**src/rtl/hilo_muldiv_pkg.sv**
```systemverilog
// Shared op encodings, FSM states and iteration count for the HI/LO multiply/divide unit.
package hilo_muldiv_pkg;

   localparam logic [2:0] MD_MULT  = 3'd0;
   localparam logic [2:0] MD_MULTU = 3'd1;
   localparam logic [2:0] MD_DIV   = 3'd2;
   localparam logic [2:0] MD_DIVU  = 3'd3;
   localparam logic [2:0] MD_MTHI  = 3'd4;
   localparam logic [2:0] MD_MTLO  = 3'd5;

   localparam int MD_ITER = 32;

   typedef enum logic [1:0] {
      ST_IDLE,
      ST_RUN,
      ST_FINISH
   } md_state_t;

   // Magnitude of a two's-complement operand when the op is signed.
   function automatic logic [31:0] md_abs(input logic [31:0] v, input logic sgn);
      return (sgn && v[31]) ? (~v + 32'd1) : v;
   endfunction

endpackage

```
**src/rtl/muldiv_iter_step.sv**
```systemverilog
// One radix-2 step: shift-add multiply or restoring shift-subtract divide on {acc, lo}.
module muldiv_iter_step #(
   parameter int XLEN = 32
) (
   input  logic            i_mul,
   input  logic [XLEN-1:0] i_acc,
   input  logic [XLEN-1:0] i_lo,
   input  logic [XLEN-1:0] i_b,
   output logic [XLEN-1:0] o_acc,
   output logic [XLEN-1:0] o_lo
);

   logic [XLEN:0] w_sum;
   logic [XLEN:0] w_shift;
   logic [XLEN:0] w_trial;

   assign w_sum   = {1'b0, i_acc} + (i_lo[0] ? {1'b0, i_b} : '0);
   assign w_shift = {i_acc, i_lo[XLEN-1]};
   // Partial remainder is always below the divisor, so the 33-bit borrow is a valid sign.
   assign w_trial = w_shift - {1'b0, i_b};

   always_comb begin
      o_acc = w_shift[XLEN-1:0];
      o_lo  = {i_lo[XLEN-2:0], 1'b0};
      if (i_mul) begin
         o_acc = w_sum[XLEN:1];
         o_lo  = {w_sum[0], i_lo[XLEN-1:1]};
      end else if (!w_trial[XLEN]) begin
         o_acc = w_trial[XLEN-1:0];
         o_lo  = {i_lo[XLEN-2:0], 1'b1};
      end
   end

endmodule

```
**src/rtl/hilo_muldiv.sv**
```systemverilog
// MIPS32 HI/LO registers with an iterative multiply/divide engine.
// Define HILO_MULDIV_FAST_MUL_EN to compute MULT/MULTU with a single-cycle multiplier.
module hilo_muldiv
   import hilo_muldiv_pkg::*;
#(
   parameter int XLEN = 32
) (
   input  logic            clk,
   input  logic            rst,
   input  logic            start,
   input  logic [2:0]      op,
   input  logic [XLEN-1:0] rs_val,
   input  logic [XLEN-1:0] rt_val,
   output logic            busy,
   output logic            done,
   output logic            div_zero,
   output logic [XLEN-1:0] hi,
   output logic [XLEN-1:0] lo
);

   localparam int DW = 2 * XLEN;

   md_state_t       r_state, w_state_nxt;
   logic [XLEN-1:0] r_acc, r_qr, r_b, r_hi, r_lo;
   logic [5:0]      r_cnt;
   logic            r_mul, r_neg_q, r_neg_r, r_dz, r_done, r_div_zero;

   logic            w_idle, w_is_mul, w_is_div, w_signed, w_go, w_mt, w_fast;
   logic [XLEN-1:0] w_a_abs, w_b_abs, w_step_acc, w_step_lo, w_quo, w_rem;
   logic [DW-1:0]   w_prod, w_prod_s, w_fast_prod;

   assign w_idle   = (r_state == ST_IDLE);
   assign w_is_mul = (op == MD_MULT) || (op == MD_MULTU);
   assign w_is_div = (op == MD_DIV) || (op == MD_DIVU);
   assign w_signed = (op == MD_MULT) || (op == MD_DIV);
   assign w_go     = start && w_idle && (w_is_mul || w_is_div);
   assign w_mt     = start && w_idle && ((op == MD_MTHI) || (op == MD_MTLO));
   assign w_a_abs  = md_abs(rs_val, w_signed);
   assign w_b_abs  = md_abs(rt_val, w_signed);

`ifdef HILO_MULDIV_FAST_MUL_EN
   assign w_fast      = w_is_mul;
   assign w_fast_prod = DW'(w_a_abs) * DW'(w_b_abs);
`else
   assign w_fast      = 1'b0;
   assign w_fast_prod = '0;
`endif

   muldiv_iter_step #(.XLEN(XLEN)) u_step (
      .i_mul (r_mul),
      .i_acc (r_acc),
      .i_lo  (r_qr),
      .i_b   (r_b),
      .o_acc (w_step_acc),
      .o_lo  (w_step_lo)
   );

   // Engine runs on magnitudes; signs are restored on the way into HI/LO.
   assign w_prod   = {r_acc, r_qr};
   assign w_prod_s = r_neg_q ? -w_prod : w_prod;
   assign w_quo    = r_dz ? '1 : (r_neg_q ? -r_qr : r_qr);
   assign w_rem    = r_neg_r ? -r_acc : r_acc;

   always_ff @(posedge clk or posedge rst) begin
      if (rst) r_state <= ST_IDLE;
      else     r_state <= w_state_nxt;
   end

   always_comb begin
      w_state_nxt = r_state;
      case (r_state)
         ST_IDLE:   if (w_go) w_state_nxt = w_fast ? ST_FINISH : ST_RUN;
         ST_RUN:    if (r_cnt == 6'(MD_ITER - 1)) w_state_nxt = ST_FINISH;
         ST_FINISH: w_state_nxt = ST_IDLE;
         default:   w_state_nxt = ST_IDLE;
      endcase
   end

   always_ff @(posedge clk or posedge rst) begin
      if (rst) begin
         r_acc      <= '0;
         r_qr       <= '0;
         r_b        <= '0;
         r_cnt      <= '0;
         r_mul      <= 1'b0;
         r_neg_q    <= 1'b0;
         r_neg_r    <= 1'b0;
         r_dz       <= 1'b0;
         r_hi       <= '0;
         r_lo       <= '0;
         r_done     <= 1'b0;
         r_div_zero <= 1'b0;
      end else begin
         r_done <= (r_state == ST_FINISH);
         if (w_go) begin
            r_acc      <= w_fast ? w_fast_prod[DW-1:XLEN] : '0;
            r_qr       <= w_fast ? w_fast_prod[XLEN-1:0] : w_a_abs;
            r_b        <= w_b_abs;
            r_cnt      <= '0;
            r_mul      <= w_is_mul;
            r_neg_q    <= w_signed && (rs_val[XLEN-1] ^ rt_val[XLEN-1]);
            r_neg_r    <= w_signed && rs_val[XLEN-1];
            r_dz       <= w_is_div && (rt_val == '0);
            r_div_zero <= 1'b0;
         end else if (r_state == ST_RUN) begin
            r_acc <= w_step_acc;
            r_qr  <= w_step_lo;
            r_cnt <= r_cnt + 6'd1;
         end else if (r_state == ST_FINISH) begin
            r_div_zero <= r_dz;
            if (r_mul) begin
               r_hi <= w_prod_s[DW-1:XLEN];
               r_lo <= w_prod_s[XLEN-1:0];
            end else begin
               r_hi <= w_rem;
               r_lo <= w_quo;
            end
         end
         if (w_mt) begin
            r_div_zero <= 1'b0;
            if (op == MD_MTHI) r_hi <= rs_val;
            else               r_lo <= rs_val;
         end
      end
   end

   assign busy     = !w_idle;
   assign done     = r_done;
   assign div_zero = r_div_zero;
   assign hi       = r_hi;
   assign lo       = r_lo;

endmodule

```
**config.mk**
```make
export PLATFORM = sky130hd
export DESIGN_NAME = hilo_muldiv
export DESIGN_NICKNAME = d
export VERILOG_FILES = /design/src/rtl/hilo_muldiv_pkg.sv /design/src/rtl/muldiv_iter_step.sv /design/src/rtl/hilo_muldiv.sv
export SDC_FILE = /design/constraint.sdc
export NUM_CORES = 1
export LEC_CHECK = 0
export ABC_AREA = 0
export BUFFER_PORTS_ARGS = -buffer_cell sky130_fd_sc_hd__buf_2
export CAP_MARGIN = 20
export CORE_ASPECT_RATIO = 0.7
export CORE_UTILIZATION = 50
export CTS_CLUSTER_DIAMETER = 40
export DETAILED_ROUTE_END_ITERATION = 10
export PLACE_DENSITY = 0.72
export SYNTH_ARGS = -nofsm -noshare
export SYNTH_HDL_FRONTEND = slang
export SYNTH_SLANG_ARGS = --single-unit
```
**constraint.sdc**
```tcl
create_clock -name clk -period 4.8 [get_ports clk]
set_input_delay 0.24 -clock clk [delete_from_list [all_inputs] [get_ports clk]]
set_output_delay 0.24 -clock clk [all_outputs]
set_load 0.05 [all_outputs]
```
==> results, run 1 <==
- The final HPWL from detailed placement is 32.89 mm.
- Measured against the total synthesized area, the mux share comes to 0.02391.
- STA classifies the critical path startpoint as a flop.
- The critical register-to-register path startpoint is r_qr[31]$_DFFE_PP0P_.
- The gate count of the mapped netlist is 1741.
- In the layout the commonest cells are 219 x o21ai_0, 204 x nand2_1, 173 x dfrtp_1, 141 x nor2_1, 136 x buf_2.
- In this run the tool buffered the top-level ports with 136 buffer cells.
- The number of levels in the clock H-tree is 4.
- The first-pass GRT wire length is 70.58 mm.
- The routed via count is 13640.
- The initial antenna violation count is 0.
- The first-pass iteration count of the detailed router is 6.
- The signed area change from the synthesized netlist to the final layout is 11.23%.
- The path category of the worst min-delay check is in2reg.
- The critical path is of the reg2reg type.
- The die covers 28410 um2.
- The tree built by TritonCTS fans out to 174 sinks.
- The async set or reset register ratio after synthesis is 1.000.
- In this run the cell area of the synthesized design comes to 13860 um2.
- The met3 routed wirelength is 4.782 mm.
- In this run the standard cell core region covers 26960 um2.
- The number of pins exceeding their max-slew limit in the final report is 0.
- The via count of the first global-routing pass is 12330.
- The library cell contributing the largest single delay on the critical path is xor2_4.
- On the final layout, the worst clock skew is 14.97 ps.
- The count of max-cap constraint violations is 0.
- The detailed router used layers up to and including met4.
- The number of synthesized flops with an enable pin is 0.
- Of the available clock period, the critical path in the final layout requires 0.8601.
- Entering global routing, the biggest net connects 175 pins.
- The worst-case IR drop observed on VDD is 0.4428 mV.
- Adding up every negative setup slack in the final design gives 0 ps.
- The number of placement rows is 50.
- The number of design rule violations left after detail routing is 0.
- Summed over all nets, the switching power comes to 0.005280 W.
- Wire segments on met2 add up to 18.36 mm in the final route.
- The per-cell via count in the routed design is 6.216.
- The leakage power summed over all cells is 6.561 nW.
- Of the total power, the share spent switching nets is 0.5055.
- Setup repair after global routing left no endpoint under its margin.
- The fmax is 0.2422 GHz.
- The detailed-route wire length on metal 1 is 21.36 mm.
- The fill cell total of the finished layout is 2482.
- The most common cell type on the critical path is nand2b_1.
- The total routing resource utilization after global routing is 0.3162.
- The compound-cell area share of the yosys netlist is 0.2588.
- After detailed routing, the average wire length per cell comes to 20.50 um.
- At the pin with the least slew margin, the transition time is 1081 ps.
- The count of final hold-check violations came to 0.
- The library cell used most frequently in the layout, excluding fill and tap cells, is o21ai_0.
- Measured along the y axis, the die boundary spans 141.3 um.
- The final estimated routing congestion in global placement is 1.005.
- The number of gates resized after CTS was 0.
- Clock-pin slew was measured on the worst setup and hold paths at 80 ps.
- The number of nets still failing antenna checks after routing is 0.
- Setup violations remaining at the end of the flow were counted as 0.
- Of the total synthesized cell area, the portion taken by AND, OR, NAND and NOR gates is 0.1789.
- Of the synthesized area, sequential elements account for 0.3141.
- The tightest slew margin relative to the limit is 0.2794.
- The starting density of the core is 0.5142.
- TritonCTS built the clock tree.
- The worst setup path is captured at a flop.
- The clock buffer count from CTS is 17.
- The Yosys warning count is 0.
- After synthesis the netlist holds a flip-flop and latch count of 174.
- The clock reaches the later pin of the worst-skew pair after 460 ps.
- The design area is 15420 um2.
- The most critical setup path has its startpoint at r_qr[31]$_DFFE_PP0P_.
- The proportion of layout cells with a drive suffix above 1 is 0.1212.
- The buffers plus inverters on the worst setup path is 2.
- The post-place instance area is 14810 um2.
- The post-synthesis share of cell area spent on full adders, half adders and majority gates is 0.06516.
- The delay contributed by the slowest stage of the critical path is 670 ps.
- The repair_antennas step left the layout with diodes totalling 0.
- The minimum period implied by the final worst setup slack is 4128 ps.
- The most used flip-flop cell after synthesis is dfrtp_1.
- The number of hold buffers added after CTS was 0.
- Summed over all layers, the routed wires come to 45.01 mm.
- The detailed router finished its first iteration with 1486 violations.
- Synthesis produced a netlist with a net count of 1882.
- The internal portion of the total power is 0.005166 W.
- Of the total power, the clock network draws 0.135.
- The root cell of the clock tree is clkbuf_16.
- In this run the worst path has a maximum fanout of 33.
- The portion of total power attributed to combinational logic is 0.604.
- The flow ran to the end, and the final reports show no timing, DRC or antenna violations.
- The horizontal die dimension is 201.0 um.
- After synthesis, the largest family of logic cells by area is compound AO/OA/AOI/OAI gates.
- The family of cells with the greatest summed delay on the critical path is compound AO/OA/AOI/OAI gates.
- The count of unique library cells instantiated by Yosys is 83.
- After the last flow step, the layout net total stands at 1959.
- The part of the power in registers is 0.261.
- The I/O pin count is 137.
- The hold path startpoint is op[1].
- The average cell area after synthesis is 7.964 um2.
- The post-route worst hold slack is 22.36 ps.
- Power spread over the standard cell area amounts to 677.4 nW/um2.
- No sink is reached through more buffers than the 2 on the longest clock path.
- The post-CTS setup buffer count is 0.
- Data arrives at the worst endpoint at 4460 ps.
- Of the total synthesized cell area, the portion taken by XOR and XNOR cells is 0.1117.
- For this run the aggregate overflow at the end of global routing stands at 0.
- At the worst endpoint, the required time is 5130 ps.
- Traced cell by cell, the critical path runs through inv_1 -> ha_1 -> fa_1 -> nand2b_1 -> a21oi_1 -> o21ba_2 -> a211oi_2 -> a31oi_1 -> a41oi_2 -> xor2_4 -> buf_12 -> nand2b_1 -> a211o_1 -> nand3_1.
layout make-up:
cell class / count / area, um2 / area share
Clock inverter: 15 / 137.6 / 0.008925
Clock buffer: 17 / 425.4 / 0.02759
Tap cell: 364 / 455.4 / 0.02953
Inverter: 64 / 244.0 / 0.01582
Multi-Input combinational cell: 1401 / 8885 / 0.5761
Sequential cell: 174 / 4355 / 0.2824
Timing Repair Buffer: 160 / 918.4 / 0.05955
worst paths after layout:
| kind | to | slack [ps] | depth (start not counted) |
|---|---|---|---|
| setup / recovery | r_acc[27]$_DFFE_PP0P_ | 670 | 14 |
| hold / removal | r_mul$_DFFE_PP0P_ | 20 | 2 |
| setup reg to reg | r_acc[27]$_DFFE_PP0P_ | 670 | 14 |
| hold reg to reg | r_b[3]$_DFFE_PP0P_ | 480 | 2 |
| max in group asynchronous | hi[22]$_DFF_PP0_ | 3970 | 3 |
| min in group asynchronous | lo[5]$_DFF_PP0_ | 50 | 3 |
cell families after synthesis:
family / after synthesis
simple gates: 533
compound gates: 588
xor+xnor: 176
flops: 174
mux: 33
buf+inv: 166
fa+ha+maj: 71
state kept, by name, indices dropped and copies added (netlist names):
| signal | count |
|---|---|
| r_cnt | 6 |
| r_mul | 1 |
| r_dz | 1 |
| done | 1 |
| lo | 32 |
| r_b | 32 |
| hi | 32 |
| r_acc | 32 |
| div_zero | 1 |
| r_neg_r | 1 |
| r_neg_q | 1 |
| r_state | 2 |
| r_qr | 32 |
per-stage QoR:
stage	setup slack, ps	std cells	total power (W)	util
finish	671.6	2195	0.01045	0.5719
global route	563.4	2195	0.01113	0.5719
CTS	784.4	2193	0.01027	0.5702
detailed placement	818.0	2161	0.008836	0.5493
global placement	932.2	2161	0.008685	0.5493
floorplan	1593	1741	0.007285	-
cells in the mapped netlist, types with 16 or more instances:
library cell	count	area [um2]
nor3_1	29	145.1
xor2_1	55	481.7
clkbuf_1	85	319.1
mux2i_1	32	320.3
inv_1	62	232.7
o21ai_0	219	1096
xnor2_1	120	1051
nand2b_1	16	100.1
nor2_1	142	533.0
a21oi_1	127	635.6
a21o_1	18	135.1
nor4_1	17	106.4
o22ai_1	35	219.0
and3_1	24	150.1
nand2_1	204	765.7
ha_1	69	863.3
o31ai_1	17	127.6
dfrtp_1	174	4354
a22oi_1	21	157.7
o211ai_1	36	270.3
power groups by stage:
stage | Clock [W] | Sequential, W | Combinational, W
final | 0.00141 | 0.00273 | 0.00631
after global routing | 0.00148 | 0.00277 | 0.00688
after CTS | 0.00142 | 0.00269 | 0.00616
after detailed placement | 0 | 0.00271 | 0.00612
after global placement | 0 | 0.00268 | 0.00600
after floorplan | 0 | 0.00269 | 0.00459
layer usage:
layer	vias up	global-route usage
met2	703	0.4445
met1	6496	0.4947
li1	6408	-
met5	-	0
met4	0	0.05946
met3	37	0.06431
Note: power is estimated with default switching activity, not from simulation.
==> run 2, diff against run 1 <==
- CELL_PAD_IN_SITES_DETAIL_PLACEMENT: unset -> 2
- CELL_PAD_IN_SITES_GLOBAL_PLACEMENT: unset -> 2
- CORE_UTILIZATION: 50 -> 33
- PLACE_DENSITY: 0.72 -> unset
- PLACE_DENSITY_LB_ADDON: unset -> 0.1
==> results, run 2 (synthesis gave the netlist of run 1 again) <==
- The design internal power is 0.005270 W (+2.0%).
- The portion of total power attributed to combinational logic is 0.602 (-0.002).
- The library cell used most frequently in the layout, excluding fill and tap cells, is o21ai_0.
- The pin count of the biggest net entering global routing is 119 (-32%).
- The count of final hold-check violations came to 0 (unchanged).
- The source-to-sink clock delay at the later pin of the worst-skew pair is 470 ps (about the same).
- The final estimated routing congestion in global placement is 0.8957 (-11%).
- The switching power summed over all nets was 0.005646 W (+6.9%).
- The largest voltage drop on the vdd net was 0.3376 mV (-24%).
- The delay contributed by the slowest stage of the critical path is 460 ps (-210 ps).
- The top cell types in the final layout, fill and taps aside, are 219 x o21ai_0, 204 x nand2_1, 173 x dfrtp_1, 140 x nor2_1, 136 x buf_2.
- The tightest slew margin relative to the limit is 0.2191 (-0.06027).
- The number of nets still failing antenna checks after routing was 0 (unchanged).
- The highest net fanout along the worst path was 44 (+33%).
- The number of placement rows is 62 (+24%).
- The worst endpoint required time is 5140 ps (about the same).
- The post-CTS setup buffer count was 0 (unchanged).
- The fraction of power spent switching nets is 0.5172 (+0.01175).
- The signed area change from the synthesized netlist to the final layout is 13.49%.
- The maximum buffer depth of the clock tree was 2 (unchanged).
- The proportion of layout cells with a drive suffix above 1 is 0.1239 (+0.002668).
- The sum of negative setup slack came to 0 ps (unchanged).
- The number of instances in the placed design is 2348 (+8.7%).
- The count of port buffers added during placement is 136 (unchanged).
- In this design, the largest share of critical-path delay is due to compound AO/OA/AOI/OAI gates.
- The final global-route overflow total is 0 (unchanged).
- The first-pass GRT wire length came to 88.91 mm (+26%).
- The cell area power density is 693.7 nW/um2 (+2.4%).
- The initial antenna violation count is 1 (+1).
- The horizontal die dimension is 247.0 um (+23%).
- The signal on the critical path passes through inv_1 -> ha_1 -> fa_1 -> nand2b_1 -> a21oi_1 -> o21ba_2 -> a211oi_2 -> a31oi_1 -> a41oi_2 -> xor2_4 -> buf_4 -> a311o_1 -> o21ai_0 -> a21oi_1.
- The library cell contributing the largest single delay on the critical path is dfrtp_1.
- The min-delay analysis places its worst path in the category in2reg.
- The clock skew is 17.79 ps (+2.815 ps).
- The number of setup violations in the final report was 0 (unchanged).
- The leakage power summed over all cells is 6.626 nW (+0.99%).
- The actual slew at the worst max-slew pin is 1170 ps (+89.14 ps).
- The buffers plus inverters on the worst setup path is 2 (unchanged).
- The per-cell routed wire length is 24.06 um (+17%).
- The clock buffer count from CTS is 17 (unchanged).
- The clock-pin slew on the worst setup and hold paths came to 80 ps (about the same).
- CTS placed an instance of clkbuf_16 at the clock tree root.
- The count of max-cap constraint violations is 0 (unchanged).
- The minimum period implied by the final worst setup slack is 4202 ps (+73.57 ps).
- In this design, the critical path's most frequently occurring cell is a21oi_1.
- The number of pins exceeding their max-slew limit in the final report was 0 (unchanged).
- The first-pass iteration count of the detailed router is 8 (+2).
- The portion of the clock cycle consumed by the worst path in the final layout is 0.8754 (+0.01533).
- The final HPWL from detailed placement was 43.14 mm (+31%).
- The part of the power in registers is 0.259 (-0.002).
- The number of clock sinks is 174 (unchanged).
- The total routing resource utilization after global routing was 0.2721 (-0.04411).
- The flow ran to the end, but the final reports show violations.
- The critical setup path kind is reg2reg.
- The detailed router's first-iteration violation count is 823 (-45%).
- The I/O pin count was 137 (unchanged).
- The number of levels in the clock H-tree is 4 (unchanged).
- Setup repair after global routing left no endpoint under its margin.
- The portion of total power attributed to the clock network is 0.139 (+0.004).
- TritonCTS built the clock tree.
- The core box area is 41190 um2 (+53%).
- The die area is 42850 um2 (+51%).
- The starting density of the core is 0.3366 (-0.1776).
- The kind of start point of the critical path is a flop.
- The number of standard cells in the final layout excluding fillers is 2385 (+8.7%).
- The checks that failed: design-rule violations.
- The routed via count was 13760 (+0.84%).
- The die boundary height is 173.5 um (+23%).
- The number of design rule violations left after detail routing is 20 (+20).
- STA classifies the critical path endpoint as a flop.
- The fmax was 0.2380 GHz (-1.8%).
- The via count of the first global-routing pass was 14430 (+17%).
- The worst endpoint data arrival time was 4550 ps (+90 ps).
- The per-cell via count in the routed design came to 5.769 (-7.2%).
- The wire length after detailed routing was 57.39 mm (+28%).
- The layout net count is 1968 (+0.46%).
## run 2: cell count changes in the layout (fill, tap and decap cells not counted), sizes merged
cell         before  now
clkbuf           17   25
inv              66   62
clkinvlp          6    1
diode             0    1
buf             160  167
dlygate4sd3       0    2
bufinv            1    2
## run 2: path summary, 6_finish.rpt
path,cells past startpoint,startpoint,end,slack [ps]
worst max-delay path,14,r_qr[31]$_DFFE_PP0P_,r_acc[31]$_DFFE_PP0P_,600
worst min-delay path,2,op[0],r_neg_q$_DFFE_PP0P_,50
worst max register to register,14,r_qr[31]$_DFFE_PP0P_,r_acc[31]$_DFFE_PP0P_,600
worst min register to register,2,r_b[18]$_DFFE_PP0P_,r_b[18]$_DFFE_PP0P_,480
max in group asynchronous,4,rst,r_acc[17]$_DFFE_PP0P_,3050
min in group asynchronous,3,rst,lo[2]$_DFF_PP0_,480
## run 2: area by class of cell
cell class | instances | area, um2
fill | 4738 | 25460
sequential | 174 | 4355
tap | 544 | 680.7
inverter | 64 | 244.0
antenna | 1 | 2.502
multi-input combinational | 1401 | 8885
clock buffer | 25 | 505.5
timing repair buffer | 169 | 962.2
clock inverter | 7 | 100.1
## run 2: repair_timing
item                       4_1_cts  5_1_grt
setup endpoints to repair        0        0
hold endpoints to repair        36        0
hold buffers                     2        0
resized for setup                0        0
## run 2: power groups by stage
| stage | logic, W | clock network [W] | registers [W] |
|---|---|---|---|
| after CTS | 0.00650 | 0.00156 | 0.00281 |
| after floorplan | 0.00459 | 0 | 0.00269 |
| after global routing | 0.00721 | 0.00160 | 0.00290 |
| final | 0.00657 | 0.00152 | 0.00283 |
| after global placement | 0.00625 | 0 | 0.00281 |
| after detailed placement | 0.00644 | 0 | 0.00284 |
## run 2: worst register-to-register path: stages, from the launching register on
cell	delay, ps
dfrtp_1	460
inv_1	110
ha_1	240
fa_1	410
nand2b_1	190
a21oi_1	300
o21ba_2	240
a211oi_2	110
a31oi_1	420
a41oi_2	260
xor2_4	210
buf_4	290
a311o_1	360
o21ai_0	350
a21oi_1	120
## run 2: per-layer routing
| layer | share of wire | global-route usage |
|---|---|---|
| met1 | 0.54 | 0.4295 |
| met4 | 0.013 | 0.05916 |
| met5 | 0 | 0 |
| met2 | 0.41 | 0.3819 |
| met3 | 0.042 | 0.04056 |
## run 2: through the flow
| stage | hold WS (ps) | power (W) | setup slack [ps] | area, um2 | util |
|---|---|---|---|---|---|
| final | 49.19 | 0.01092 | 598.0 | 15740 | 0.3820 |
| after floorplan | 335.8 | 0.007285 | 1593 | 13870 | - |
| after global routing | 47.83 | 0.01171 | 442.4 | 15730 | 0.3819 |
| after CTS | 20.38 | 0.01087 | 664.4 | 15700 | 0.3812 |
| after detailed placement | 455.3 | 0.009276 | 692.2 | 15080 | 0.3660 |
| after global placement | 459.8 | 0.009064 | 909.2 | 15080 | 0.3660 |
==> run 3, diff against run 2 <==
- CELL_PAD_IN_SITES_DETAIL_PLACEMENT: 2 -> 1
==> results, run 3 (synthesis gave the netlist of run 1 again) <==
- The run finished, with violations left.
- The final reports fail on design-rule violations.
- The sum of negative setup slack was 0 ps (unchanged).
- The switching power summed over all nets is 0.005531 W (-2.0%).
- STA classifies the critical path startpoint as a flop.
- The portion of total power attributed to the clock network is 0.141 (+0.002).
- The per-cell via count in the routed design is 5.650 (-2.1%).
- The cell sitting at the root of the clock tree is a clkbuf_16.
- The number of nets still failing antenna checks after routing came to 0 (unchanged).
- Compared with the post-synthesis result, the final layout area differs by 13.37%.
- The proportion of layout cells with a drive suffix above 1 is 0.1239 (unchanged).
- The initial antenna violation count is 1 (unchanged).
- The clock-pin slew on the worst setup and hold paths is 80 ps (about the same).
- The highest net fanout along the worst path came to 44 (unchanged).
- Leaving out fill and tap cells, the most frequent cell in the layout is o21ai_0.
- The part of the power in registers is 0.260 (about the same).
- The most used routing layer in global routing is met1.
- Setup repair after global routing left no endpoint under its margin.
- The die area is 42850 um2 (unchanged).
- The portion of total power attributed to combinational logic was 0.598 (-0.004).
- The global-route track usage on met3 was 0.04706 (+0.006502).
- The count of max-cap constraint violations is 0 (unchanged).
- The final estimated routing congestion in global placement is 0.8957 (unchanged).
- The via count of the first global-routing pass is 13250 (-8.2%).
- The clock skew is 14.71 ps (-3.082 ps).
- The design internal power is 0.005246 W (-0.45%).
- The fraction of met1 tracks used by global routing is 0.4145 (-0.01499).
- The met2 track demand over resource is 0.3398 (-0.04213).
- The first-pass iteration count of the detailed router is 8 (unchanged).
- The final HPWL from detailed placement is 40.80 mm (-5.4%).
- The minimum period implied by the final worst setup slack is 4133 ps (-68.86 ps).
- The count of port buffers added during placement is 136 (unchanged).
- The portion of the clock cycle consumed by the worst path in the final layout is 0.8611 (-0.01435).
- TritonCTS built the clock tree.
- The actual slew at the worst max-slew pin is 1105 ps (-64.56 ps).
- The I/O pin count is 137 (unchanged).
- The routed via count is 13470 (-2.1%).
- The die boundary height is 173.5 um (unchanged).
- The worst endpoint required time came to 5140 ps (about the same).
- The count of final hold-check violations was 0 (unchanged).
- The source-to-sink clock delay at the later pin of the worst-skew pair is 470 ps (about the same).
- The leakage power summed over all cells was 6.617 nW (-0.13%).
- The pin count of the biggest net entering global routing is 119 (unchanged).
- The number of cells upsized or downsized after cts came to 0 (unchanged).
- The number of clock sinks is 174 (unchanged).
- The worst endpoint data arrival time is 4470 ps (-80 ps).
- The wire length after detailed routing is 54.00 mm (-5.9%).
- The capturing element type of the critical path is a flop.
- The total routing resource utilization after global routing is 0.2562 (-0.01594).
- The number of pins exceeding their max-slew limit in the final report was 0 (unchanged).
- The library cells used most frequently in the layout, excluding fill and tap cells, are 219 x o21ai_0, 204 x nand2_1, 173 x dfrtp_1, 140 x nor2_1, 136 x buf_2.
- The post-CTS setup buffer count was 0 (unchanged).
- The clock buffer count from CTS is 17 (unchanged).
- The number of placement rows is 62 (unchanged).
- The fmax came to 0.2419 GHz (+1.7%).
- The number of setup violations in the final report came to 0 (unchanged).
- The first-pass GRT wire length is 83.59 mm (-6.0%).
- The cell area power density is 685.6 nW/um2 (-1.2%).
- The horizontal die dimension is 247.0 um (unchanged).
- The diode insertion count for antenna repair came to 0 (-1).
- The starting density of the core is 0.3366 (unchanged).
- The post-route worst hold slack is 22.15 ps (-27.04 ps).
- The tightest slew margin relative to the limit is 0.2622 (+0.04309).
- The layout net count was 1968 (unchanged).
- The maximum buffer depth of the clock tree is 2 (unchanged).
- The path category of the worst min-delay check is in2reg.
- The final global-route overflow total was 0 (unchanged).
- The number of design rule violations left after detail routing was 11 (-45%).
- The number of levels in the clock H-tree came to 4 (unchanged).
- The per-cell routed wire length is 22.65 um (-5.9%).
- The largest voltage drop on the vdd net was 0.2956 mV (-12%).
- The detailed router's first-iteration violation count is 964 (+17%).
- The fraction of power spent switching nets is 0.5132 (-0.004017).
- The fill cell total of the finished layout was 5011 (+5.8%).
- The critical setup path kind is reg2reg.
- The core box area is 41190 um2 (unchanged).
[run 3: timing repair]
action	CTS	global route
hold buffers	2	0
hold endpoints to repair	36	0
setup endpoints to repair	0	0
[run 3: per-layer routing]
metal	routed length (um)	vias to the layer above
met1	29040	6677
met4	707	0
met2	21300	334
met3	2954	36
li1	-	6423
met5	0	-
[run 3: final timing paths]
kind / start / to / slack, ps / cells after the start
worst max-delay path: r_qr[31]$_DFFE_PP0P_ / r_acc[31]$_DFFE_PP0P_ / 670 / 14
worst min-delay path: op[0] / r_neg_q$_DFFE_PP0P_ / 20 / 2
worst max register to register: r_qr[31]$_DFFE_PP0P_ / r_acc[31]$_DFFE_PP0P_ / 670 / 14
worst min register to register: r_b[3]$_DFFE_PP0P_ / r_b[3]$_DFFE_PP0P_ / 480 / 2
max in group asynchronous: rst / r_acc[22]$_DFFE_PP0P_ / 3040 / 4
min in group asynchronous: rst / lo[2]$_DFF_PP0_ / 470 / 3
[run 3: area by class of cell]
cell class	instances	area [um2]	area share
Multi-Input combinational cell	1401	8885	0.5652
Sequential cell	174	4355	0.2771
Timing Repair Buffer	169	958.4	0.06097
Tap cell	544	680.7	0.04330
Clock buffer	20	436.7	0.02778
Inverter	64	244.0	0.01552
Clock inverter	12	158.9	0.01011
[run 3: stage by stage]
step | cells | utilization | total power, W | area [um2] | setup WS (ps)
finish | 2384 | 0.3816 | 0.01078 | 15720 | 666.9
global route | 2384 | 0.3816 | 0.01163 | 15720 | 473.7
CTS | 2382 | 0.3809 | 0.01075 | 15690 | 783.9
detailed placement | 2348 | 0.3660 | 0.009172 | 15080 | 798.0
global placement | 2348 | 0.3660 | 0.009064 | 15080 | 909.2
floorplan | 1741 | - | 0.007285 | 13870 | 1593
[run 3: worst max-delay path: stages, from the launching register on]
cell      delay, ps
dfrtp_1         470
inv_1           100
ha_1            240
fa_1            420
nand2b_1        190
a21oi_1         300
o21ba_2         230
a211oi_2        110
a31oi_1         440
a41oi_2         270
xor2_4          210
buf_4           290
a311o_1         330
o21ai_0         280
a21oi_1         110
[run 3: power by group through the flow]
stage                     combinational, W  sequential (W)  clock [W]
after detailed placement           0.00635         0.00282          0
after floorplan                    0.00459         0.00269          0
after global routing               0.00713         0.00289    0.00162
final                              0.00645         0.00281    0.00152
after CTS                          0.00639         0.00280    0.00156
after global placement             0.00625         0.00281          0
